--- src/rtl/ram_pkg.sv ---
// rtl/ram_pkg.sv - shared defaults, FSM state type and parity helper for the RAM responder
package ram_pkg;

    localparam int DATA_W_DEF = 16;
    localparam int ADDR_W_DEF = 6;
    localparam int DEPTH_DEF  = 64;

    typedef enum logic {
        CLEAR = 1'b0,
        READY = 1'b1
    } state_t;

    // Even parity over a zero-extended word; callers pad narrower data.
    function automatic logic even_parity(input logic [63:0] d);
        return ^d;
    endfunction

endpackage

--- src/rtl/ram_array.sv ---
// rtl/ram_array.sv - DEPTH x WORD_W storage, one synchronous write port, one registered read port
module ram_array #(
    parameter int WORD_W = 16,
    parameter int ADDR_W = 6,
    parameter int DEPTH  = 64
) (
    input  logic              clk,
    input  logic              reset,
    input  logic              we,
    input  logic [ADDR_W-1:0] waddr,
    input  logic [WORD_W-1:0] wdata,
    input  logic              re,
    input  logic [ADDR_W-1:0] raddr,
    output logic [WORD_W-1:0] rdata
);

    logic [WORD_W-1:0] mem [DEPTH];

    always_ff @(posedge clk) begin
        if (we) begin
            mem[waddr] <= wdata;
        end
    end

    // Read register holds its value between reads; a same-edge write is not visible here.
    always_ff @(posedge clk) begin
        if (!reset) begin
            rdata <= '0;
        end else if (re) begin
            rdata <= mem[raddr];
        end
    end

endmodule

--- src/rtl/ram_responder.sv ---
// rtl/ram_responder.sv - CPU data-memory responder with clear sweep, drop flag and write-first forwarding
// Optional: define RAM_PARITY_EN to store and check an even-parity bit per word.
module ram_responder
    import ram_pkg::*;
#(
    parameter int DATA_W         = DATA_W_DEF,
    parameter int ADDR_W         = ADDR_W_DEF,
    parameter int DEPTH          = DEPTH_DEF,
    parameter int CLEAR_ON_RESET = 1
) (
    input  logic              clk,
    input  logic              reset,
    input  logic              ram_write,
    input  logic              ram_read,
    input  logic [ADDR_W-1:0] ram_write_addr,
    input  logic [ADDR_W-1:0] ram_read_addr,
    input  logic [DATA_W-1:0] ram_data_in,
    output logic [DATA_W-1:0] ram_data_out,
    output logic              rd_valid,
    output logic              busy,
    output logic              req_dropped,
    output logic              parity_err
);

`ifdef RAM_PARITY_EN
    localparam int WORD_W = DATA_W + 1;
`else
    localparam int WORD_W = DATA_W;
`endif

    localparam logic [ADDR_W-1:0] LAST_ADDR = ADDR_W'(DEPTH - 1);

    state_t            state_q;
    state_t            state_d;
    logic [ADDR_W-1:0] clr_cnt;
    logic              busy_int;
    logic              rd_accept;
    logic              arr_we;
    logic [ADDR_W-1:0] arr_waddr;
    logic [WORD_W-1:0] arr_wdata;
    logic [WORD_W-1:0] arr_rdata;
    logic [WORD_W-1:0] din_word;
    logic              fwd_sel_q;
    logic [DATA_W-1:0] fwd_data_q;

`ifdef RAM_PARITY_EN
    assign din_word = {even_parity({{(64-DATA_W){1'b0}}, ram_data_in}), ram_data_in};
`else
    assign din_word = ram_data_in;
`endif

    always_ff @(posedge clk) begin
        if (!reset) begin
            state_q <= (CLEAR_ON_RESET != 0) ? CLEAR : READY;
        end else begin
            state_q <= state_d;
        end
    end

    always_comb begin
        state_d = state_q;
        case (state_q)
            CLEAR:   if (clr_cnt == LAST_ADDR) state_d = READY;
            READY:   state_d = READY;
            default: state_d = READY;
        endcase
    end

    // The sweep owns the write port while clearing; CPU writes are locked out.
    always_comb begin
        busy_int  = 1'b0;
        arr_we    = 1'b0;
        arr_waddr = ram_write_addr;
        arr_wdata = din_word;
        case (state_q)
            CLEAR: begin
                busy_int  = 1'b1;
                arr_we    = 1'b1;
                arr_waddr = clr_cnt;
                arr_wdata = '0;
            end
            READY: begin
                arr_we = ram_write;
            end
            default: begin
                busy_int = 1'b0;
            end
        endcase
    end

    assign busy      = busy_int;
    assign rd_accept = ram_read & ~busy_int;

    always_ff @(posedge clk) begin
        if (!reset) begin
            clr_cnt <= '0;
        end else if (state_q == CLEAR) begin
            clr_cnt <= clr_cnt + 1'b1;
        end
    end

    always_ff @(posedge clk) begin
        if (!reset) begin
            rd_valid    <= 1'b0;
            fwd_sel_q   <= 1'b0;
            fwd_data_q  <= '0;
            req_dropped <= 1'b0;
        end else begin
            rd_valid <= rd_accept;
            if (rd_accept) begin
                fwd_sel_q  <= ram_write && (ram_write_addr == ram_read_addr);
                fwd_data_q <= ram_data_in;
            end
            if (busy_int && (ram_read || ram_write)) begin
                req_dropped <= 1'b1;
            end
        end
    end

    ram_array #(
        .WORD_W (WORD_W),
        .ADDR_W (ADDR_W),
        .DEPTH  (DEPTH)
    ) u_array (
        .clk   (clk),
        .reset (reset),
        .we    (arr_we),
        .waddr (arr_waddr),
        .wdata (arr_wdata),
        .re    (rd_accept),
        .raddr (ram_read_addr),
        .rdata (arr_rdata)
    );

    assign ram_data_out = fwd_sel_q ? fwd_data_q : arr_rdata[DATA_W-1:0];

`ifdef RAM_PARITY_EN
    // Forwarded data was never stored, so only array reads are checked.
    assign parity_err = rd_valid & ~fwd_sel_q &
                        (even_parity({{(64-DATA_W){1'b0}}, arr_rdata[DATA_W-1:0]}) != arr_rdata[DATA_W]);
`else
    assign parity_err = 1'b0;
`endif

endmodule

--- config.mk ---
export PLATFORM = sky130hd
export DESIGN_NAME = ram_responder
export DESIGN_NICKNAME = d
export VERILOG_FILES = /design/src/rtl/ram_pkg.sv /design/src/rtl/ram_array.sv /design/src/rtl/ram_responder.sv
export SDC_FILE = /design/constraint.sdc
export NUM_CORES = 1
export LEC_CHECK = 0
export BUFFER_PORTS_ARGS = -buffer_cell sky130_fd_sc_hd__buf_2
export CAP_MARGIN = 15
export CORE_AREA = 2 2 278 280
export DETAILED_ROUTE_END_ITERATION = 7
export DIE_AREA = 0 0 280 282
export MAX_ROUTING_LAYER = met4
export PLACE_DENSITY = 0.7
export SLEW_MARGIN = 20
export SYNTH_ARGS = -nofsm -noshare
export SYNTH_HDL_FRONTEND = slang
export SYNTH_SLANG_ARGS = --single-unit
export TNS_END_PERCENT = 100
--- constraint.sdc ---
create_clock -name clk -period 5 [get_ports clk]
set_input_delay 0.25 -clock clk [delete_from_list [all_inputs] [get_ports clk]]
set_output_delay 0.25 -clock clk [all_outputs]
set_load 0.02 [all_outputs]
; ---- Yosys cells after proc, flatten, opt, wreduce, memory -nomap -nowiden
; Memories as Yosys holds them, arrays and structs flattened. A register that Yosys moved wholly into a read port is not among the register bits.
; Cells that the tools add are included.
; Widths: inputs -> output; s select.
[totals]
register_bits = 26
latch_bits = 0
ramBits = 1024
mem_bits_ro = 0
out_inout_bits = 20
mem_count = 1
[op_classes]
add_sub_neg = 1
n_mul = 0
div_mod_pow = 0
magnitude_cmp = 0
eq_ne = 2
shifts = 0
n_mux = 9
n_bitwise = 2
reduce_logical = 4
[mem_list]
columns = memory, words, word_bits, read_ports, rd_clocked_by_memory_dff, write_ports, line_no
row1 = u_array.mem, 64, 16, 1, 1, 1, ram_array.sv:17  ; logic [WORD_W-1:0] mem [DEPTH];
[op_table]
columns = cell, n
row1 = $mux 16, 2
row2 = $add 6x1->6 const B, 1
row3 = $eq 6x6->1, 1
row4 = $eq 6x6->1 const B, 1
row5 = $mux 6, 1
row6 = $mux 1, 4
row7 = $pmux 1 s2, 2
row8 = $logic_and 1x1->1, 2
row9 = $and 1x1->1, 1
row10 = $logic_not 1->1, 1
row11 = $logic_or 1x1->1, 1
row12 = $not 1->1, 1

; ---- Logic depth before layout (Yosys ltp)
[logic_depth]
ltp_word = 4
ltp_mapped = 9
ltp_nobuf = 5

; ---- By module
; Synthesis repeated with hierarchy kept, for this count alone.
[unflattened]
cells_unflattened = 2200
area_unflattened_um2 = 41499.8
[modules_own_cells]
columns = mod, n_inst, cells_per_inst, area_each_um2, seq_area_each_um2
row1 = ram_array, 1, 2038, 40114.7, 31069.8
row2 = ram_responder, 1, 162, 1385.1, 520.5

; ---- Least setup slack after synthesis
; Ideal clock, no wire load.
[synth_timing]
kind = flip-flop to flip-flop
from = reg state_q
to = mem u_array.mem[19][0] (enable)
arrival_time_ps = 2197
t_required_ps = 4612
slack_ps = 2414
path_stages_with_launch = 8
cell_sequence = dfxtp_1 clkbuf_1 clkbuf_1 buf_2 nand2_1 o22ai_1 nand2_1 nor2_1
[synth_between]
elab_chain_len = 4
[synth_rtl]
columns = element, line_no
row1 = "start, declared", ram_responder.sv:33  ; state_t state_q;
row2 = "start signal, assigned", ram_responder.sv:54  ; state_q <= (CLEAR_ON_RESET != 0) ? CLEAR : READY;
row3 = "start signal, assigned", ram_responder.sv:56  ; state_q <= state_d;
row4 = $not 1->1, -
row5 = $pmux 1 s2, ram_responder.sv:75  ; case (state_q)
row6 = $mux 1, ram_array.sv:20  ; if (we) begin
row7 = $mux 1 (not written as such), ram_array.sv:21  ; mem[waddr] <= wdata;
row8 = "end, declared", ram_array.sv:17
; Parallel ways exist; a longest one is shown, timed or not.

; ---- Worst setup path in the final report
[layout_timing]
from = reg state_q
to = reg u_array.rdata[6] (read register of u_array.mem)
[layout_between]
elab_chain_len = 1
[layout_rtl]
columns = element, line_no
row1 = $and 1x1->1, ram_responder.sv:92  ; assign rd_accept = ram_read & ~busy_int;
row2 = "end, declared", ram_array.sv:14  ; output logic [WORD_W-1:0] rdata
; No other way between the ends.
; A chain may end at the register's enable or synchronous reset.

==> metrics.yaml <==
outcome: "completed"
end_kind: "flip-flop"
setup.worst_path.class: "reg2reg"
vias_per_cell: 6.44
tns_ps: 0
p_per_area_nw_per_um2: 387
synth_edf_count: 1024
drv_slew: 0
clk_pin_slew_ps: 60
max_stage_delay_ps: 1000
grt_pass1_vias: 21379
cp_cell_sequence: "and2_1 -> nand3_1 -> o221ai_1"
htree_levels: 3
power.total_mw: 18.2
async_flop_share_pct: 0
nets: 2384
syn_nets: 2249
fmax_mhz: 297
path_buf_inv: 0
min_period_over_period_pct: 67.4
rsz0062_at_grt: "false"
area_delta_synth_final_pct: 12.8
fp.dieArea_um2: 79000
netlist_area_um2: 41500
syn_avg_cell_area_um2: 18.7
cts.repair.resized: 0
synthCells: 2216
yosysSeqAreaShare_pct: 76.0
critPathSlowestCell: "nand3_1"
clock_latency_ps: 690
yosys.area.top_type: "edfxtp_1"
wl_um: 105000
yosysMostFrequentCell: "edfxtp_1"
clockRootBuffer: "clkbuf_16"
drc: 0
core_um2: 75700
fp-row-count: 101
worst_clock_skew_ps: 46.2
io_buffers: 50
cts_made_buffers: 104
hpwlAfterDp_um: 61500
setup_viol: 0
grt_max_degree: 96
synth.area.top_cells: "edfxtp_1, mux4_2, mux2_2, dfxtp_1, a211oi_1"
groute.usage.overall_pct: 27.5
start_util_pct: 54.9
min_path_type: "in2reg"
gp_congestion: 0.914
worstPathMaxFanout: 21
arrival_ps: 3920
p_leak_nw: 15.5
synth-main-ff-cell: "edfxtp_1"
initialDrtViolationCount: 3037
synth_common_cells: "edfxtp_1, mux2_2, mux4_2, clkbuf_1, nor2_1"
dr.pass1.iters: 5
die_x_um: 280
ys_ff_latch: 1066
cts_tree: "yes"
grt_pass1_wl_um: 150000
max-vdd-ir-drop_uv: 303
maxCapViolCount: 0
worstMarginPinSlew_ps: 1130
drive_gt1_share_pct: 26.7
cp.required_ps: 5550
routedWlPerCell_um: 30.8
startpoint_type: "flip-flop"
cts_buffer_depth: 3
vias: 22048
hold_viol_final: 0
antenna_found_initial: 2
cts_sinks: 1066
relSlewSlack_pct: 24.3
crit_family: "simple AND/OR/NAND/NOR gates"
io_pins: 52
yosys_warnings: 0
fin_crit_ps: 3370
ys_types: 45
nFillCells: 5229
ant_nets: 0
overflow: 0
die_h_um: 282
yosysTopAreaCellShare_pct: 74.0
[cell type report]
cell class,count,area (um^2),share of cell area [%]
antenna,1,2.50,0.00534
clock buffer,151,2860,6.10
clock inverter,46,572,1.22
inverter,3,11.3,0.0240
multi-input combinational,1011,9360,20.0
sequential,1066,31600,67.4
tap,978,1220,2.61
timing repair buffer,165,1240,2.65
[worst register-to-register path, delay by kind of cell, from the launching register on]
| family | cells | cell delay, ps |
|---|---|---|
| compound gates | 1 | 540 |
| simple gates | 2 | 1840 |
| flops | 1 | 860 |
[report_power, final]
| group | switching [mW] | internal, mW | total (mW) |
|---|---|---|---|
| combinational | 0.405 | 0.227 | 0.632 |
| clock | 3.30 | 4.52 | 7.82 |
| sequential | 0.0144 | 9.69 | 9.70 |
[through the flow]
| stage | setup WS [ps] | hold slack [ps] | instances | instance area, um^2 | util [%] |
|---|---|---|---|---|---|
| after floorplan | 2410 | 395 | 2216 | 41500 | - |
| after detailed placement | 1410 | 457 | 3205 | 43200 | 57.1 |
| after global placement | 1360 | 447 | 3204 | 43200 | 57.1 |
| final | 1630 | 119 | 3421 | 46900 | 61.9 |
| after CTS | 1680 | 100 | 3420 | 46900 | 61.9 |
| after global routing | 1560 | 156 | 3420 | 46900 | 61.9 |
[worst paths after layout]
path / from / endpoint / slack [ps] / cells after the start
worst max-delay path: state_q$_SDFF_PN0_ / u_array.rdata[6]$_SDFFE_PN0P_ / 1630 / 3
worst min-delay path: ram_write_addr[4] / fwd_sel_q$_SDFFE_PN0P_ / 120 / 6
worst max register to register: state_q$_SDFF_PN0_ / u_array.rdata[6]$_SDFFE_PN0P_ / 1630 / 3
worst min register to register: fwd_data_q[2]$_SDFFE_PN0P_ / fwd_data_q[2]$_SDFFE_PN0P_ / 470 / 2
[placed cells by master, fill, tap and decap left out, types with 40 or more instances in the layout]
master | synthesis | routed
nor3_1 | 65 | 65
o22ai_1 | 65 | 65
nor2b_1 | 69 | 69
clkbuf_16 | 0 | 105
edfxtp_1 | 1024 | 1024
nand2_1 | 55 | 55
nor2_1 | 73 | 71
mux2_2 | 209 | 209
clkbuf_1 | 76 | 40
o21ai_0 | 68 | 68
a211oi_1 | 64 | 64
mux4_2 | 128 | 128
buf_4 | 4 | 91
buf_2 | 37 | 48
dfxtp_1 | 42 | 42
[registers in the layout, indices dropped and copies added, names as in the netlist]
signal / cells
u_array.mem: 1024
fwd_data_q: 16
u_array.rdata: 16
clr_cnt: 6
fwd_sel_q: 1
rd_valid: 1
req_dropped: 1
state_q: 1
[metal layers]
metal	wire, um	vias up	share of wire [%]	GRT usage (%)
met5	0	-	0	-
met2	49700	1127	47	41.5
met4	3750	0	3.6	10.1
li1	-	9271	-	-
met1	42500	11491	40	38.1
met3	9490	159	9.0	4.85
[logic make-up (layout without fill, tap and decap cells)]
group                    Yosys count  after routing  synth area share (%)
XOR/XNOR                          10             10                 0.211
adder cells (fa/ha/maj)            1              1                0.0301
buffers and inverters            139            365                  1.55
flip-flops                      1066           1066                  76.0
other                              1              2               0.00903
multiplexers                     339            339                  12.7
AO/OA/AOI/OAI                    339            339                  5.70
AND/OR/NAND/NOR                  321            321                  3.81
[repair_timing]
| action | 4_1_cts | 5_1_grt |
|---|---|---|
| hold buffers | 18 | 0 |
| endpoints found under the hold margin | 18 | 0 |
| buffers inserted | 0 | 0 |
No activity file was read; power rests on OpenSTA's default activity.
